**src/rtl/read_arbiter_rr.sv**
```systemverilog
// Round-robin / fixed-priority read-channel arbiter for a 4-master AXI read mux.
// One read transaction in flight; grant held from issue through the RLAST handshake.
module read_arbiter_rr #(
  parameter int FIXED_PRIO = 0,
  parameter int RR_RESET   = 3
) (
  input  logic       aclk,
  input  logic       aresetn,
  input  logic       m0_axi_arvalid,
  input  logic       m1_axi_arvalid,
  input  logic       m2_axi_arvalid,
  input  logic       m3_axi_arvalid,
  input  logic       s_arvalid,
  input  logic       m_arready,
  input  logic       m_rvalid,
  input  logic       m_rlast,
  input  logic       s_rready,
  output logic       m0_read_accept,
  output logic       m1_read_accept,
  output logic       m2_read_accept,
  output logic       m3_read_accept,
  output logic [1:0] rd_grant_id,
  output logic       rd_busy
);

  typedef enum logic [1:0] {
    ST_IDLE = 2'd0,
    ST_ADDR = 2'd1,
    ST_DATA = 2'd2
  } state_t;

  state_t     state;
  logic [3:0] accept;
  logic [3:0] req;
  logic [1:0] win_idx;
  logic [1:0] scan_idx;
  logic       win_valid;

  assign req = {m3_axi_arvalid, m2_axi_arvalid, m1_axi_arvalid, m0_axi_arvalid};

  // The round-robin pointer and rd_grant_id always hold the same value (both
  // load the winner on grant issue only), so one register serves as both.
  // NOTE: every always_comb output gets a default first so no latch is inferred.
  always_comb begin
    win_idx   = '0;
    scan_idx  = '0;
    win_valid = |req;
    if (FIXED_PRIO != 0) begin
      for (int i = 3; i >= 0; i--) begin
        if (req[i]) win_idx = 2'(i);
      end
    end else begin
      // Descending scan so the nearest requester after the pointer is written last.
      for (int k = 4; k >= 1; k--) begin
        scan_idx = rd_grant_id + 2'(k);
        if (req[scan_idx]) win_idx = scan_idx;
      end
    end
  end

  // NOTE: sequential state uses non-blocking assignments so all registers update together.
  always_ff @(posedge aclk or negedge aresetn) begin
    if (!aresetn) begin
      state       <= ST_IDLE;
      accept      <= '0;
      rd_grant_id <= 2'(RR_RESET);
    end else begin
      case (state)
        ST_IDLE: begin
          if (win_valid) begin
            accept      <= 4'b0001 << win_idx;
            rd_grant_id <= win_idx;
            state       <= ST_ADDR;
          end
        end
        ST_ADDR: begin
          if (s_arvalid && m_arready) state <= ST_DATA;
        end
        ST_DATA: begin
          // Returning to idle without regranting guarantees the one-cycle bubble.
          if (m_rvalid && s_rready && m_rlast) begin
            state  <= ST_IDLE;
            accept <= '0;
          end
        end
        default: begin
          state  <= ST_IDLE;
          accept <= '0;
        end
      endcase
    end
  end

  assign {m3_read_accept, m2_read_accept, m1_read_accept, m0_read_accept} = accept;
  assign rd_busy = (state != ST_IDLE);

endmodule

```
**config.mk**
```make
export PLATFORM = sky130hd
export DESIGN_NAME = read_arbiter_rr
export DESIGN_NICKNAME = d
export VERILOG_FILES = /design/src/rtl/read_arbiter_rr.sv
export SDC_FILE = /design/constraint.sdc
export NUM_CORES = 1
export LEC_CHECK = 0
export BUFFER_PORTS_ARGS = -buffer_cell sky130_fd_sc_hd__buf_2
export CORE_MARGIN = 2
export CORE_UTILIZATION = 25
export DETAILED_ROUTE_END_ITERATION = 16
export GPL_TIMING_DRIVEN = 0
export SETUP_SLACK_MARGIN = 0.15
export SLEW_MARGIN = 30
export SYNTH_ARGS = -nofsm -noshare
export SYNTH_HDL_FRONTEND = slang
export SYNTH_SLANG_ARGS = --single-unit
```
**constraint.sdc**
```tcl
create_clock -name aclk -period 3 [get_ports aclk]
set_input_delay 0.3 -clock aclk [delete_from_list [all_inputs] [get_ports aclk]]
set_output_delay 0.3 -clock aclk [all_outputs]
set_load 0.01 [all_outputs]
```
==> flow_metrics.py, run 1 <==
metrics = {
    "worst_setup_path": {
        "worst-setup-path-type": "reg -> reg",
        "cell_chain_critical_path": "mux2i_1 -> o22a_1 -> o21ai_0 -> a32o_1",
        "worst-endpoint-arrival_ns": 1.56,
        "crit_path_max_incr_delay_ns": 0.59,
        "cpMaxStageDelayCell": "dfstp_2",
        "cp.required_ns": 3.14,
        "worst_r2r_path_depth": 4,
        "crit_end_category": "flip-flop",
        "worstSetupStartpointType": "flip-flop",
        "crit-reg2reg-launch": "rd_grant_id[1]",
        "crit_fanout": 8,
        "critical_path_origin": "rd_grant_id[1]",
    },
    "floorplan": {
        "die-height_um": 46.6,
        "num_rows": 15,
        "start_util_pct": 26.5,
        "io-pin-count": 18,
        "floorplan.core_area_um2": 1710,
        "floorplan.die.width_um": 46.6,
        "floorplan.die_area_um2": 2170,
    },
    "cts": {
        "clock_insertion_delay_worst_skew_ns": 0.25,
        "clkTransAtPathRegs_ns": 0.05,
        "number_of_setup_buffers_added_after_cts": 0,
        "cts_htree_levels": 1,
        "cts-buffers-inserted": 3,
        "clockRootBuffer": "clkbuf_4",
        "clock_tree_from_tritoncts": "yes",
        "clock-sinks": 8,
        "largest_buffer_count_on_any_clock_path": 2,
        "postCtsResizedCells": 0,
    },
    "synth": {
        "ys_ff_latch": 8,
        "netlist-cell-type-count": 24,
        "synthXorXnorAreaFrac_pct": 0,
        "yosys_warnings": 0,
        "adder_cell_fraction_of_synth_area_pct": 0,
        "synth_sequential_area_ratio_pct": 44.8,
        "synth.top_cell.area_share_pct": 33.1,
        "synth_compound_area_share_pct": 29.0,
        "syn_nets": 51,
        "post-synth-top-area-cell": "dfrtp_1",
        "synth_top_family_by_area": "compound AO/OA/AOI/OAI gates",
        "synth.avg_cell_area_um2": 11.3,
        "post_synth_and_or_nand_nor_area_fraction_pct": 21.5,
        "synth.area.top_cells": "dfrtp_1 (33%), dfstp_2 (12%), a32o_1 (8.8%), nand2b_1 (5.5%), a31oi_4 (4.7%)",
        "synthCells": 40,
        "synth_mux_area_share_pct": 2.21,
        "syn_area_um2": 453,
    },
    "sta": {
        "grt_setup_unrepaired": "no",
        "post-route-period-util_pct": 47.3,
        "finalSetupTns_ns": 0,
        "timing.slew.headroom_pct": 72.7,
        "final_max_slew_viol_count": 0,
        "fin_skew_ns": 0.00322,
        "setup_viol": 0,
        "max_freq_mhz": 705,
        "fin_crit_ns": 1.42,
        "finalHoldViolations": 0,
        "timing_worst_slew_pin_value_ns": 0.406,
    },
    "routing": {
        "totalWireLength_um": 978,
        "drc_errors": 0,
        "route.detailed.wl_per_inst_um": 11.4,
        "detailroute.via_count": 388,
        "first_pass_iters": 2,
        "initialDrtViolationCount": 5,
        "antenna_violating_nets_post_route": 0,
        "vias_per_cell": 4.51,
    },
    "place": {
        "dp.final_hpwl_um": 775,
        "port_buffers": 17,
        "gp_congestion": 0.738,
    },
    "cells_and_area": {
        "final.fill_count": 185,
        "final_core_utilization_pct": 35.2,
        "area_delta_synth_final_pct": 32.9,
        "multi_input_area_um2": 239,
        "num-nets-final": 74,
        "area.sequential_um2": 203,
        "layout_commonest_cell": "buf_2",
        "layout-drive-gt1-share_pct": 47.5,
        "commonest_cells_after_routing_fill_and_taps_aside": "buf_2 (17), dfrtp_1 (6), nand2b_1 (4), a32o_1 (4)",
        "insertedDiodeCount": 0,
    },
    "grt": {
        "number_of_antenna_violations_at_the_first_check_in_global_routing": 0,
        "grt_overflow": 0,
        "grt.total_usage_pct": 11.0,
        "global_route_wire_length_before_repair_um": 1580,
        "grt_start_max_net_pins": 10,
        "vias_in_the_first_global_route": 372,
    },
    "hold_path": {
        "hold_start": "m_arready",
        "hold_path_class": "in -> reg",
        "depth_of_the_worst_hold_timing_path": 2,
    },
    "power": {
        "power_per_cell_area_nw_per_um2": 818,
        "ir_drop_v": 0.000322,
        "total_power_w": 0.000493,
        "power_leakage_nw": 0.273,
    },
    "job": {
        "timing.max_cap.violations": 0,
    },
    "outcome": {
        "result_of_the_run": "finished, final reports clean",
    },
}
-- cells by family (layout without fill, tap and decap cells) --
logic type,Yosys count,in the layout
flip-flops,8,8
AO/OA/AOI/OAI,15,15
buffers and inverters,1,22
AND/OR/NAND/NOR,15,15
multiplexers,1,1
-- path summary, 6_finish.rpt --
check,to,slack (ns)
max,accept[3],1.58
min,state[0],0.26
max reg2reg,accept[3],1.58
min reg2reg,rd_grant_id[0],0.49
max in group asynchronous,rd_grant_id[1],2.35
min in group asynchronous,accept[1],0.41
-- power breakdown --
group	internal, W	total, W	switching, W
logic	0.000111	0.000209	0.0000988
registers	0.000162	0.000201	0.0000391
clock network	0.0000458	0.0000824	0.0000366
-- per-stage QoR --
step	cells	hold WS, ns	setup WS (ns)	instance area [um^2]
after floorplan	40	0.00441	1.62	453
after global placement	82	0.151	1.43	569
after detailed placement	82	0.157	1.42	569
after CTS	86	0.250	1.57	602
after global routing	86	0.262	1.50	602
final	86	0.260	1.58	602
-- synth_stat cells --
cell and count:
nand3b_1 1, dfrtp_1 6, and3_1 1, buf_6 1, mux2i_1 1, nor2_1 3, o21ai_0 3, nor2b_2 1
nand4b_1 1, a311oi_1 1, a21boi_0 1, nand2b_1 4, a21o_2 1, o21ai_1 1, o22a_1 1, dfstp_2 2
a21o_1 1, o21a_2 1, a32o_1 4, or4_4 1, a31oi_4 1, nand2b_2 1, nand2_1 1, or2_1 1
-- final cells by class --
| type | instances | area share [%] |
|---|---|---|
| Buffer | 1 | 1.87 |
| Tap cell | 25 | 5.20 |
| Multi-Input combinational cell | 31 | 39.7 |
| Sequential cell | 8 | 33.7 |
| Timing Repair Buffer | 18 | 15.8 |
| Clock buffer | 3 | 3.74 |
-- sequential cells by signal (all words and copies together) (netlist names) --
register     flops
accept           4
rd_grant_id      2
state            2
-- layer usage --
| layer | track usage [%] | vias to the layer above | wire, um |
|---|---|---|---|
| li1 | - | 198 | - |
| met1 | 13.7 | 175 | 474 |
| met2 | 16.7 | 12 | 439 |
| met3 | 2.75 | 3 | 43 |
| met4 | 6.86 | 0 | 21 |
| met5 | 0 | - | 0 |
-- critical path: cells and delay by family (launching register included) --
kind            cells  cell delay [ns]
compound gates      3             0.51
flops               1             0.59
mux                 1             0.20
-- repair_timing --
action                                  4_1_cts  5_1_grt
endpoints found under the setup margin        0        0
hold endpoints to repair                      6        0
hold buffers                                  1        0
(Power assumes the default switching activity.)
==> run 2: changes to the inputs <==
clock period = 1.35 ns   (was 3 ns; I/O delays follow)
==> run 2 against run 1 <==
The run now ends with negative setup slack left. Count of clock-buffer cells in the layout rose by 1. Non-clock buffer count rose by 3. Sequential share of layout area fell by 2.1 points. Setup slack got worse by 1.6 ns. Critical path depth did not move. Critical path type unchanged.
==> flow_metrics.py, run 2 (same netlist as run 1, synthesis figures left out) <==
metrics = {
    "outcome": {
        "result_of_the_run": "complete, but fails checks",
        "violations": "negative setup slack",
    },
    "sta": {
        "timing.slew.headroom_pct": 73.3,
        "fin_skew_ns": 0.00562,
        "setup_viol": 2,
        "finalSetupTns_ns": -0.00630,
        "fin_crit_ns": 1.35,
        "finalHoldViolations": 0,
        "final_max_slew_viol_count": 0,
        "whs_ns": 0.0733,
        "max_freq_mhz": 739,
        "post-route-period-util_pct": 100,
        "fin_ws_ns": -0.00357,
        "grt_setup_unrepaired": "yes",
        "timing_worst_slew_pin_value_ns": 0.396,
    },
    "cts": {
        "cts_htree_levels": 1,
        "clockRootBuffer": "clkbuf_4",
        "clock-sinks": 8,
        "largest_buffer_count_on_any_clock_path": 2,
        "clock_insertion_delay_worst_skew_ns": 0.26,
        "cts-buffers-inserted": 3,
        "clkTransAtPathRegs_ns": 0.06,
        "clock_tree_from_tritoncts": "yes",
    },
    "worst_setup_path": {
        "worstSetupStartpointType": "flip-flop",
        "crit_fanout": 8,
        "worst-endpoint-arrival_ns": 1.50,
        "crit_end_category": "flip-flop",
        "cp.required_ns": 1.50,
        "worst-setup-path-type": "reg -> reg",
    },
    "cells_and_area": {
        "num-nets-final": 77,
        "insertedDiodeCount": 0,
        "final.fill_count": 186,
        "max_flop_register": "accept",
        "commonest_cells_after_routing_fill_and_taps_aside": "buf_2 (17), dfrtp_1 (6), nand2b_1 (4), a32o_1 (4)",
        "area_delta_synth_final_pct": 41.7,
        "biggestRegsByFlops": "accept: 4 flops, rd_grant_id: 2 flops, state: 2 flops",
        "layout-drive-gt1-share_pct": 50.8,
        "instances_no_fill": 90,
        "layout_commonest_cell": "buf_2",
        "largest_register_ffs": 4,
    },
    "routing": {
        "initialDrtViolationCount": 9,
        "drc_errors": 0,
        "totalWireLength_um": 984,
        "vias_per_cell": 4.54,
        "antenna_violating_nets_post_route": 0,
        "detailroute.via_count": 409,
        "first_pass_iters": 4,
        "route.detailed.wl_per_inst_um": 10.9,
    },
    "power": {
        "ir_drop_v": 0.000883,
        "power_leakage_nw": 0.302,
        "total_power_w": 0.00117,
        "power_per_cell_area_nw_per_um2": 1820,
    },
    "floorplan": {
        "start_util_pct": 26.5,
        "die-height_um": 46.6,
        "num_rows": 15,
        "io-pin-count": 18,
        "floorplan.core_area_um2": 1710,
        "floorplan.die_area_um2": 2170,
        "floorplan.die.width_um": 46.6,
    },
    "grt": {
        "grt_overflow": 0,
        "number_of_antenna_violations_at_the_first_check_in_global_routing": 0,
        "grt.total_usage_pct": 10.2,
        "grt_start_max_net_pins": 10,
        "vias_in_the_first_global_route": 344,
        "global_route_wire_length_before_repair_um": 1500,
    },
    "place": {
        "port_buffers": 17,
        "gp_congestion": 0.680,
        "numPlacedInstances": 82,
        "dp.final_hpwl_um": 712,
    },
    "hold_path": {
        "hold_path_class": "in -> reg",
    },
    "job": {
        "timing.max_cap.violations": 0,
    },
}
## run 2: worst max-delay path, stage by stage, from the launching register on
cell and delay [ns]:
dfstp_2 0.59, nand2b_1 0.12, a21boi_1 0.08, o21a_2 0.24, a32o_1 0.21
## run 2: power by group
part	switching (W)	leakage [nW]	internal, W	total (W)
registers	0.0000861	0.0981	0.000359	0.000445
logic	0.000235	0.189	0.000284	0.000519
clock network	0.0000927	0.0150	0.000114	0.000206
total	0.000413	0.302	0.000757	0.00117
## run 2: per-layer routing
layer | vias to the layer above | track usage, % | part of all wire (%)
met5 | - | 0 | 0
met4 | 0 | 6.86 | 3.0
met3 | 3 | 3.53 | 5.9
met2 | 13 | 12.8 | 44
met1 | 187 | 14.5 | 47
li1 | 206 | - | -
## run 2: timing repair
| item | CTS | global route |
|---|---|---|
| gates resized for setup | 2 | 0 |
| endpoints found under the setup margin | 7 | 7 |
| pin swaps | 5 | 2 |
| hold buffers | 1 | 0 |
| endpoints found under the hold margin | 8 | 0 |
| setup buffers | 1 | 2 |
## run 2: final cells by class
cell class                 count  area (um^2)  area share (%)
tap                           25         31.3            4.87
clock buffer                   4         26.3            4.09
multi-input combinational     31          253            39.4
buffer                         1         11.3            1.75
timing repair buffer          21          118            18.3
sequential                     8          203            31.6
## run 2: through the flow
step | worst slack, ns | cell area, um^2 | util, %
finish | -0.00357 | 642 | 37.6
global route | -0.0774 | 642 | 37.6
CTS | -0.0309 | 627 | 36.7
detailed placement | -0.0544 | 574 | 33.6
global placement | -0.0629 | 574 | 33.6
floorplan | 0.0433 | 458 | -
## run 2: path summary, 6_finish.rpt
check,start,to,slack (ns),cells after the start
setup / recovery,rd_grant_id[1],accept[2],-0.004,4
hold / removal,m_arready,state[0],0.07,2
setup reg to reg,rd_grant_id[1],accept[2],-0.004,4
hold reg to reg,rd_grant_id[0],rd_grant_id[0],0.49,2
max in group asynchronous,aresetn,rd_grant_id[1],0.89,2
min in group asynchronous,aresetn,state[1],0.22,2
